[src/rtl/vga_stream_gen.sv]
// vga_stream_gen: VGA timing source for the RGB stream pipeline.
// Produces one registered 26-bit stream word per pixel clock, plus
// frame/line start strobes and a solid or colour-bar background.
module vga_stream_gen #(
  parameter int unsigned h_active = 640,
  parameter int unsigned h_front  = 16,
  parameter int unsigned h_sync   = 96,
  parameter int unsigned h_back   = 48,
  parameter int unsigned v_active = 480,
  parameter int unsigned v_front  = 10,
  parameter int unsigned v_sync   = 2,
  parameter int unsigned v_back   = 33,
  parameter logic        hs_pol   = 1'b0,
  parameter logic        vs_pol   = 1'b0,
  parameter logic [2:0]  color_bg = 3'b000,
  parameter int unsigned bar_w    = 80
) (
  input  logic        px_clk,
  input  logic        reset,
  input  logic        pattern_sel,
  output logic [25:0] RGBStr_o,
  output logic        frame_start,
  output logic        line_start
);

  localparam int unsigned H_TOTAL = h_active + h_front + h_sync + h_back;
  localparam int unsigned V_TOTAL = v_active + v_front + v_sync + v_back;

  if (H_TOTAL > 1024 || V_TOTAL > 1024) begin : g_size_chk
    $error("vga_stream_gen: H_TOTAL or V_TOTAL exceeds 10-bit counter range");
  end
  if (bar_w == 0) begin : g_bar_chk
    $error("vga_stream_gen: bar_w must be non-zero");
  end

  // Comparisons are done at 11 bits so boundaries equal to 1024 stay exact.
  localparam logic [9:0]  H_LAST    = 10'(H_TOTAL - 1);
  localparam logic [9:0]  V_LAST    = 10'(V_TOTAL - 1);
  localparam logic [9:0]  BAR_LAST  = 10'(bar_w - 1);
  localparam logic [10:0] H_ACT     = 11'(h_active);
  localparam logic [10:0] V_ACT     = 11'(v_active);
  localparam logic [10:0] HS_START  = 11'(h_active + h_front);
  localparam logic [10:0] HS_END    = 11'(h_active + h_front + h_sync);
  localparam logic [10:0] VS_START  = 11'(v_active + v_front);
  localparam logic [10:0] VS_END    = 11'(v_active + v_front + v_sync);
  localparam logic [25:0] RST_WORD  = {23'd0, ~hs_pol, ~vs_pol, 1'b0};

  logic [9:0]  hc_q, hc_d;
  logic [9:0]  vc_q, vc_d;
  logic [9:0]  cnt_q, cnt_d;
  logic [2:0]  bar_q, bar_d;
  logic        mode_q, mode_d;
  logic [25:0] word_q, word_d;
  logic        fs_q, fs_d;
  logic        ls_q, ls_d;

  logic        at_origin;
  logic        mode_eff;
  logic        active;
  logic        hs;
  logic        vs;
  logic [2:0]  rgb;

  // Next-state for counters, bar tracker, mode latch and the output word.
  always_comb begin
    hc_d   = hc_q;
    vc_d   = vc_q;
    cnt_d  = cnt_q;
    bar_d  = bar_q;

    at_origin = (hc_q == '0) && (vc_q == '0);
    // The word at (0,0) already uses the newly sampled mode so the switch
    // lands exactly on the frame boundary.
    mode_eff  = at_origin ? pattern_sel : mode_q;
    mode_d    = mode_eff;

    if (hc_q == H_LAST) begin
      hc_d  = '0;
      vc_d  = (vc_q == V_LAST) ? '0 : vc_q + 10'd1;
      cnt_d = '0;
      bar_d = '0;
    end else begin
      hc_d = hc_q + 10'd1;
      if (cnt_q == BAR_LAST) begin
        cnt_d = '0;
        bar_d = bar_q + 3'd1;
      end else begin
        cnt_d = cnt_q + 10'd1;
      end
    end

    active = ({1'b0, hc_q} < H_ACT) && ({1'b0, vc_q} < V_ACT);
    hs     = (({1'b0, hc_q} >= HS_START) && ({1'b0, hc_q} < HS_END)) ? hs_pol : ~hs_pol;
    vs     = (({1'b0, vc_q} >= VS_START) && ({1'b0, vc_q} < VS_END)) ? vs_pol : ~vs_pol;

    if (!active)       rgb = '0;
    else if (mode_eff) rgb = bar_q;
    else               rgb = color_bg;

    word_d = {rgb, hc_q, vc_q, hs, vs, active};
    fs_d   = at_origin;
    ls_d   = (hc_q == '0);
  end

  // State and output registers with synchronous reset.
  always_ff @(posedge px_clk) begin
    if (reset) begin
      hc_q   <= '0;
      vc_q   <= '0;
      cnt_q  <= '0;
      bar_q  <= '0;
      mode_q <= pattern_sel;
      word_q <= RST_WORD;
      fs_q   <= 1'b0;
      ls_q   <= 1'b0;
    end else begin
      hc_q   <= hc_d;
      vc_q   <= vc_d;
      cnt_q  <= cnt_d;
      bar_q  <= bar_d;
      mode_q <= mode_d;
      word_q <= word_d;
      fs_q   <= fs_d;
      ls_q   <= ls_d;
    end
  end

  assign RGBStr_o    = word_q;
  assign frame_start = fs_q;
  assign line_start  = ls_q;

endmodule

[config.mk]
export PLATFORM = sky130hd
export DESIGN_NAME = vga_stream_gen
export DESIGN_NICKNAME = d
export VERILOG_FILES = /design/src/rtl/vga_stream_gen.sv
export SDC_FILE = /design/constraint.sdc
export NUM_CORES = 1
export LEC_CHECK = 0
export CELL_PAD_IN_SITES_DETAIL_PLACEMENT = 1
export CELL_PAD_IN_SITES_GLOBAL_PLACEMENT = 2
export CORE_MARGIN = 1
export CORE_UTILIZATION = 37
export CTS_CLUSTER_SIZE = 14
export DETAILED_ROUTE_END_ITERATION = 6
export PLACE_DENSITY = 0.92
export SYNTH_ARGS = -nofsm -noshare
export SYNTH_HDL_FRONTEND = slang
export SYNTH_SLANG_ARGS = --single-unit
[constraint.sdc]
create_clock -name px_clk -period 4.35 [get_ports px_clk]
set_input_delay 0.6525 -clock px_clk [delete_from_list [all_inputs] [get_ports px_clk]]
set_output_delay 0.6525 -clock px_clk [all_outputs]
set_load 0.02 [all_outputs]
## After elaboration in Yosys (flattened, before gate mapping)

Index checks and enable logic that the tools add are counted.

- Input bits: 3
- Output and inout bits: 28
- Flip-flop bits (word level): 62

- Reductions and logical operators: 9
- Magnitude comparators: 6
- Multiplexer cells: 5
- Add/sub/neg operators: 4
- Equality and inequality tests: 3
- Bitwise logic cells: 2

Operators with widths:

| kind | count |
|---|---|
| 10-bit by 1-bit adder with 10-bit output, second input constant | 3 |
| 10-bit == test, second input constant | 2 |
| 10-bit logical NOT | 2 |
| 10-bit < comparator, second input constant | 2 |
| 10-bit by 9-bit < comparator with 1-bit output, second input constant | 2 |
| 10-bit by 7-bit == test with 1-bit output, second input constant | 1 |
| 10-bit >= comparator, second input constant | 1 |
| 10-bit by 9-bit >= comparator with 1-bit output, second input constant | 1 |
| 10-bit two-way mux | 1 |
| 3-bit OR reduction | 2 |
| 1-bit logical AND | 4 |
| 1-bit two-way mux | 4 |
| 3-bit by 1-bit adder with 3-bit output, second input constant | 1 |
| 1-bit NOT | 2 |
| 2-bit OR reduction | 1 |

## Logic depth before layout (Yosys ltp)

- Depth in word-level cells: 5
- Mapped depth: 7

## Worst setup path before layout

Ideal clock, no wire load.

- Path kind: register to register
- From: reg hc_q[0]
- To: reg vc_q[9]
- Setup slack: 2.816 ns
- Data arrival time: 1.417 ns
- Period minus slack after synthesis: 1.534 ns
- Stages on the path, launching flop included: 8
- Setup time: 0.118 ns
- Data required time: 4.232 ns
- Path through: dfxtp_1 -> ha_1 -> and4_1 -> buf_4 -> and4_1 -> buf_2 -> mux2i_1 -> nor2_1

- Longest elaborated chain between the ends: 1

RTL lines:

| item | RTL line | RTL |
|---|---|---|
| start: declaration | 48 | `logic [9:0] hc_q, hc_d;` |
| start signal: assignment | 108 | `hc_q <= '0;` |
| start signal: assignment | 117 | `hc_q <= hc_d;` |
| 10-bit == test | 77 | `if (hc_q == H_LAST) begin` |
| end signal: assignment | 118 | `vc_q <= vc_d;` |
| end: declaration | 49 | `logic [9:0] vc_q, vc_d;` |

Every way passes these cells.
A chain may end at the register's enable or synchronous reset.

## Final worst setup path

- From: in reset
- To: reg word_q[23] (netlist: RGBStr_o[23])

- Longest elaborated chain between the ends: 1

RTL lines:

| item | RTL line | RTL |
|---|---|---|
| start: declaration | 19 | `input logic reset,` |
| 3-bit OR reduction (no source line) | n/a |  |
| end signal: assignment | 122 | `word_q <= word_d;` |
| end: declaration | 53 | `logic [25:0] word_q, word_d;` |

Every way passes these cells.

==> results.md <==
- Vias in the first global route: ~1800
- Antenna viol nets, final: 0
- Synth Flop Type: dfxtp_1
- Crit Path Class: in -> reg
- Synthesized area: ~2400 µm²
- Global Route Usage Sum: 16.20%
- Proportion of synthesized chip area in sequential cells: between 50% and 60%
- Height of the die: 82.98 µm
- Total of max-cap violations: 0
- Detailed Routing Iterations Pass 1: 4
- Combinational family with the most area after synthesis: simple AND/OR/NAND/NOR gates
- Setup TNS Final: 0 ns
- Clock insertion delay at the later pin of the skew report: 0.34 ns
- Library cell with the highest instance count after synthesis: dfxtp_1
- XOR/XNOR share of the synthesized area: slightly above 8%
- Top achievable clock speed: approximately 510 MHz
- Row cnt: 29
- Fin. Hold Viols: 0
- Total of cells resized after clock tree synthesis: 0
- Largest cells by area after synthesis: dfxtp_1 (51%), xor2_1 (6.5%), nor2_1 (5.3%)
- Result of the run: finished clean
- Number of buffers on the longest clock path: 2
- Share of synthesized cell area in and, or, nand and nor gates: roughly 29%
- Number of synthesized flops with an enable pin: 0
- Number of buffers inserted for hold repair after clock tree synthesis: 0
- Critical path fanouts, max: 15
- Worst supply voltage drop on vdd: 0.0002473 V
- Synth Register Bits: slightly above 60
- Post-synth top area share: between 50% and 60%
- Number of violations reported at the end of detailed-routing iteration 0: 69
- Routed WL: about 5200 µm
- Number of sinks driven by the clock tree: 62
- Worst Max-Slew Pin Slew: around 0.59 ns
- Setup Fix Bufs, Post-CTS: 0
- Syn Area/Cell: around 9.8 µm²
- Clock tree from TritonCTS: built
- Critical path arrival: around 2.2 ns
- Sum of net half-perimeters after detailed placement: roughly 3600 µm
- Post-synthesis cell count: about 250
- Required time of the critical path: around 4.6 ns
- Layout cells sized above 1: 7.117%
- Net count of the finished layout: 286
- P&R area growth vs syn: 22.54%
- Post-synthesis compound-gate area fraction: approximately 2.9%
- Power per cell area: ~400 nW/µm²
- Pin count of the biggest net entering global routing: 20
- Number of antenna violations at the first check in global routing: 0
- Post-synthesis net count: 256
- Max transition margin: approximately 61%
- Sort of element at the start of the critical path: input pin
- Cell accounting for the most synthesized area: dfxtp_1
- Maximum level of the CTS H-tree: 3
- Synth async-reset ratio: 0%
- Global-route wire length before repair: 8569 µm
- Ratio of final minimum period to clock period: 44.76%
- Clk_skew: about 0.0065 ns
- Commonest cells post-synth: dfxtp_1 (62), nor2_1 (34), nor2b_1 (18), xor2_1 (18), nand3_1 (17)
- Vias per cell: around 5.2
- Synthesis warning total: 0
- Count of unique library cells instantiated by Yosys: 37
- Final setup slack of the worst path: around 2.4 ns
- Average wire per standard cell: 14.44 µm
- Min-Delay Path Class: reg -> reg
- Leakage power: between 0.001 and 0.0015 µW
- Top-Level Pins: 31
- Critical Path End Type: flip-flop
- Portion of netlist area occupied by mux cells: ~2.5%
- Number of diodes added for antenna fixing: 0
- Setup slack after placement: just over 2 ns
- Weighted congestion at the end of routability-driven global placement: slightly below 0.8
- Setup violations, final: 0
- Cell chosen for the clock root: clkbuf_8
- Min Clock Period, post-route: about 1.9 ns
- Final Slew Violations: 0
- Clock transition time at the flip-flop clock pins of the worst setup and hold paths: around 0.07 ns
- Utilization after layout: a little under half
- Number of clock buffers inserted by TritonCTS: 9
- Count of buffers from port buffering: 30
- Adder-cell share of the synthesized area: a little over 3%
- Core footprint: about 6300 µm²
- RSZ-0062 raised after global routing: false
- Die span in x: 82.98 µm
- Via Count: between 1500 and 2000
- Post-route DRC violation count: 0
- Die area: between 6000 and 7000 µm²
- Overall overflow remaining after global route: 0
- Starting Density: 38.21%
==> cell type report <==
type	instances	area, µm²
clock buffer	10	127.6
clock inverter	5	75.07
fill	713	3377
inverter	5	18.77
multi-input combinational	168	1106
sequential	62	1241
tap	77	96.34
timing repair buffer	31	307.8
==> layer usage <==
metal | vias up | part of all wire, % | track usage [%]
met5 | - | 0 | 0
li1 | 903 | - | -
met1 | 898 | 47 | 20.04
met4 | 0 | 2.2 | 7.680
met2 | 32 | 47 | 25.04
met3 | 11 | 3.7 | 5.865
==> cells by family after synthesis <==
kind of cell	after synthesis
AND/OR/NAND/NOR	122
flip-flops	62
XOR/XNOR	23
buffers and inverters	17
AO/OA/AOI/OAI	11
multiplexers	6
adder cells (fa/ha/maj)	6
==> metrics by stage <==
stage | hold WS, ns | cell area, µm² | power, µW | std cells
floorplan | 0.4261 | 2426 | 626.9 | 247
finish | 0.4701 | 2973 | 1163 | 358
global route | 0.5094 | 2973 | 1216 | 358
CTS | 0.4779 | 2973 | 1179 | 358
global placement | 0.4381 | 2770 | 645.0 | 343
detailed placement | 0.4622 | 2770 | 646.3 | 343
==> flip-flops by register name (all words and copies together), names as in the netlist <==
signal       flops
frame_start      1
vc_q            10
RGBStr_o        26
hc_q            10
cnt_q           10
mode_q           1
line_start       1
bar_q            3
==> path summary, 6_finish.rpt <==
path	startpoint	to	slack, ns	cells after the start
worst max-delay path	reset	RGBStr_o[23]	2.40	4
worst min-delay path	cnt_q[0]	cnt_q[0]	0.47	1
worst max register to register	hc_q[0]	vc_q[9]	2.42	5
worst min register to register	cnt_q[0]	cnt_q[0]	0.47	1
==> worst max-delay path: stages <==
cell	delay (ns)
clkdlybuf4s50_1	0.70
nor4b_4	0.57
nand3_1	0.14
mux2i_1	0.15
==> where the power goes <==
part / switching (µW) / internal (µW)
Clock: 213 / 316
Combinational: 27.4 / 20.9
Sequential: 7.50 / 578
Total: 248 / 915
==> layout by cell type, fill, tap and decap left out, drive strengths merged <==
| cell | n |
|---|---|
| clkbuf | 10 |
| xnor2 | 5 |
| o31ai | 1 |
| a21oi | 3 |
| nor4bb | 3 |
| o21ai | 3 |
| nor2 | 35 |
| and3 | 9 |
| mux2i | 5 |
| nor2b | 18 |
| nor4 | 3 |
| and2 | 2 |
| nor3 | 2 |
| and3b | 1 |
| nand4b | 2 |
| ha | 6 |
| mux2 | 1 |
| xor2 | 18 |
| nand2 | 10 |
| nor4b | 3 |
| dfxtp | 62 |
| o221ai | 1 |
| nand4 | 10 |
| or3 | 1 |
| nand3 | 18 |
| bufinv | 2 |
| a41oi | 1 |
| o211a | 1 |
| clkdlybuf4s50 | 30 |
| a31oi | 1 |
| buf | 1 |
| clkinv | 3 |
| inv | 5 |
| and4 | 5 |
Power figures use the tool's default switching activity.
==> patch, RTL diff (config.mk and constraints unchanged) <==
Register the input `pattern_sel` before use, without a reset. The logic sees it one clock later.
--- a/src/rtl/vga_stream_gen.sv
+++ b/src/rtl/vga_stream_gen.sv
@@ -26,4 +26,10 @@
   localparam int unsigned H_TOTAL = h_active + h_front + h_sync + h_back;
   localparam int unsigned V_TOTAL = v_active + v_front + v_sync + v_back;
+
+  logic pattern_sel_q;
+
+  always_ff @(posedge px_clk) begin
+    pattern_sel_q <= pattern_sel;
+  end
 
   if (H_TOTAL > 1024 || V_TOTAL > 1024) begin : g_size_chk
@@ -72,5 +78,5 @@
     // The word at (0,0) already uses the newly sampled mode so the switch
     // lands exactly on the frame boundary.
-    mode_eff  = at_origin ? pattern_sel : mode_q;
+    mode_eff  = at_origin ? pattern_sel_q : mode_q;
     mode_d    = mode_eff;
 
@@ -110,5 +116,5 @@
       cnt_q  <= '0;
       bar_q  <= '0;
-      mode_q <= pattern_sel;
+      mode_q <= pattern_sel_q;
       word_q <= RST_WORD;
       fs_q   <= 1'b0;
Formal check against the unedited RTL: same outputs for any inputs over 10 cycles, from zero or initial values and one cycle with reset high; that may be too few to reach the edited logic, so the function may still have changed.
==> patch against the unedited design <==
Global-route usage increased by 0.75 points; setup slack got worse by 210 ps; maximum frequency fell by 9.7%; via count about the same; power grew 5.3%; first-iteration DRC count shrank 10%; sequential power is 2% higher; sequential cell count grew 1; wire length rose by 1.3%; register-to-register slack improved by 50 ps; cell area grew 1.6%; area after synthesis rose by 0.83%; critical path type unchanged.
==> patch: results (changes against the unedited design) <==
placed_design:
  dp.cells: 344  # was 343
  dp_hpwl_um: 3530  # was 3620 um
  post-place-ws_ps: 1780  # was 2070 ps
setup_path:
  timing.rr.end: "vc_q[2]"  # was vc_q[9]
  r2r_setup_slack_ps: 2470  # was 2420 ps
  critPathMaxStageDelay_ps: 750  # was 700 ps
  endpoint: "cnt_q[2]"  # was RGBStr_o[23]
run_status:
  outcome: "complete, no violations"  # unchanged
logic_synthesis:
  yosys-mux-area-fraction: 0.0251  # was 0.0253
  ys_seq_area_frac: 0.516  # was 0.512
  synth_compound_area_frac: 0.0292  # was 0.0294
  synth_fa_ha_area_frac: 0.0307  # was 0.0309
  syn_nets: 257  # was 256
  synth_cells: 248  # was 247
  synthXorXnorAreaFrac: 0.0824  # was 0.0830
sta:
  finalWorstSetupSlack_ps: 2200  # was 2400 ps
  fin_hold_ws_ps: 467  # was 470 ps
  fin_skew_ps: 6.57  # was 6.46 ps
global_route:
  grt_max_degree: 18  # was 20
  grt_pass1_wl_um: 9120  # was 8570 um
  first_global_vias: 1900  # was 1,769
power:
  seq_cell_power_uw: 595  # was 585 uW
  irDropWorstVdd_uv: 246  # was 247 uV
  power_switching_uw: 264  # was 248 uW
cells_and_area:
  drive_gt1_frac: 0.0777  # was 0.0712
  n_fill_cell: 714  # was 713
  final_cells: 360  # was 358
drt:
  wl_met1_um: 2560  # was 2410 um
  met3WireLength_um: 194  # was 193 um
  wl_per_cell_um: 14.5  # was 14.4 um
  wl_met2_um: 2390  # was 2450 um
  first_iter_violations: 62  # was 69
-- patch: changes by cell type after synthesis, sizes merged --
| cell | before | now |
|---|---|---|
| dfxtp | 62 | 63 |
-- patch: area by class of cell --
| type | instances | area [um^2] | area share |
|---|---|---|---|
| well taps | 77 | 96.3 | 0.0319 |
| repair buffers | 31 | 308 | 0.102 |
| inverters | 5 | 18.8 | 0.00621 |
| flip-flops and latches | 63 | 1260 | 0.417 |
| multi-input cells | 168 | 1110 | 0.366 |
| clock buffers | 11 | 151 | 0.0501 |
| clock inverters | 5 | 80.1 | 0.0265 |
-- patch: layer usage --
layer / global-route usage / vias to the layer above
met4: 0.0705 / 0
met2: 0.269 / 34
met3: 0.0537 / 10
met5: 0 / -
li1: - / 911
met1: 0.212 / 888
-- patch: cell families after synthesis --
logic type,after synthesis
buffers and inverters,17
adder cells (fa/ha/maj),6
AO/OA/AOI/OAI,11
XOR/XNOR,23
AND/OR/NAND/NOR,122
multiplexers,6
flip-flops,63
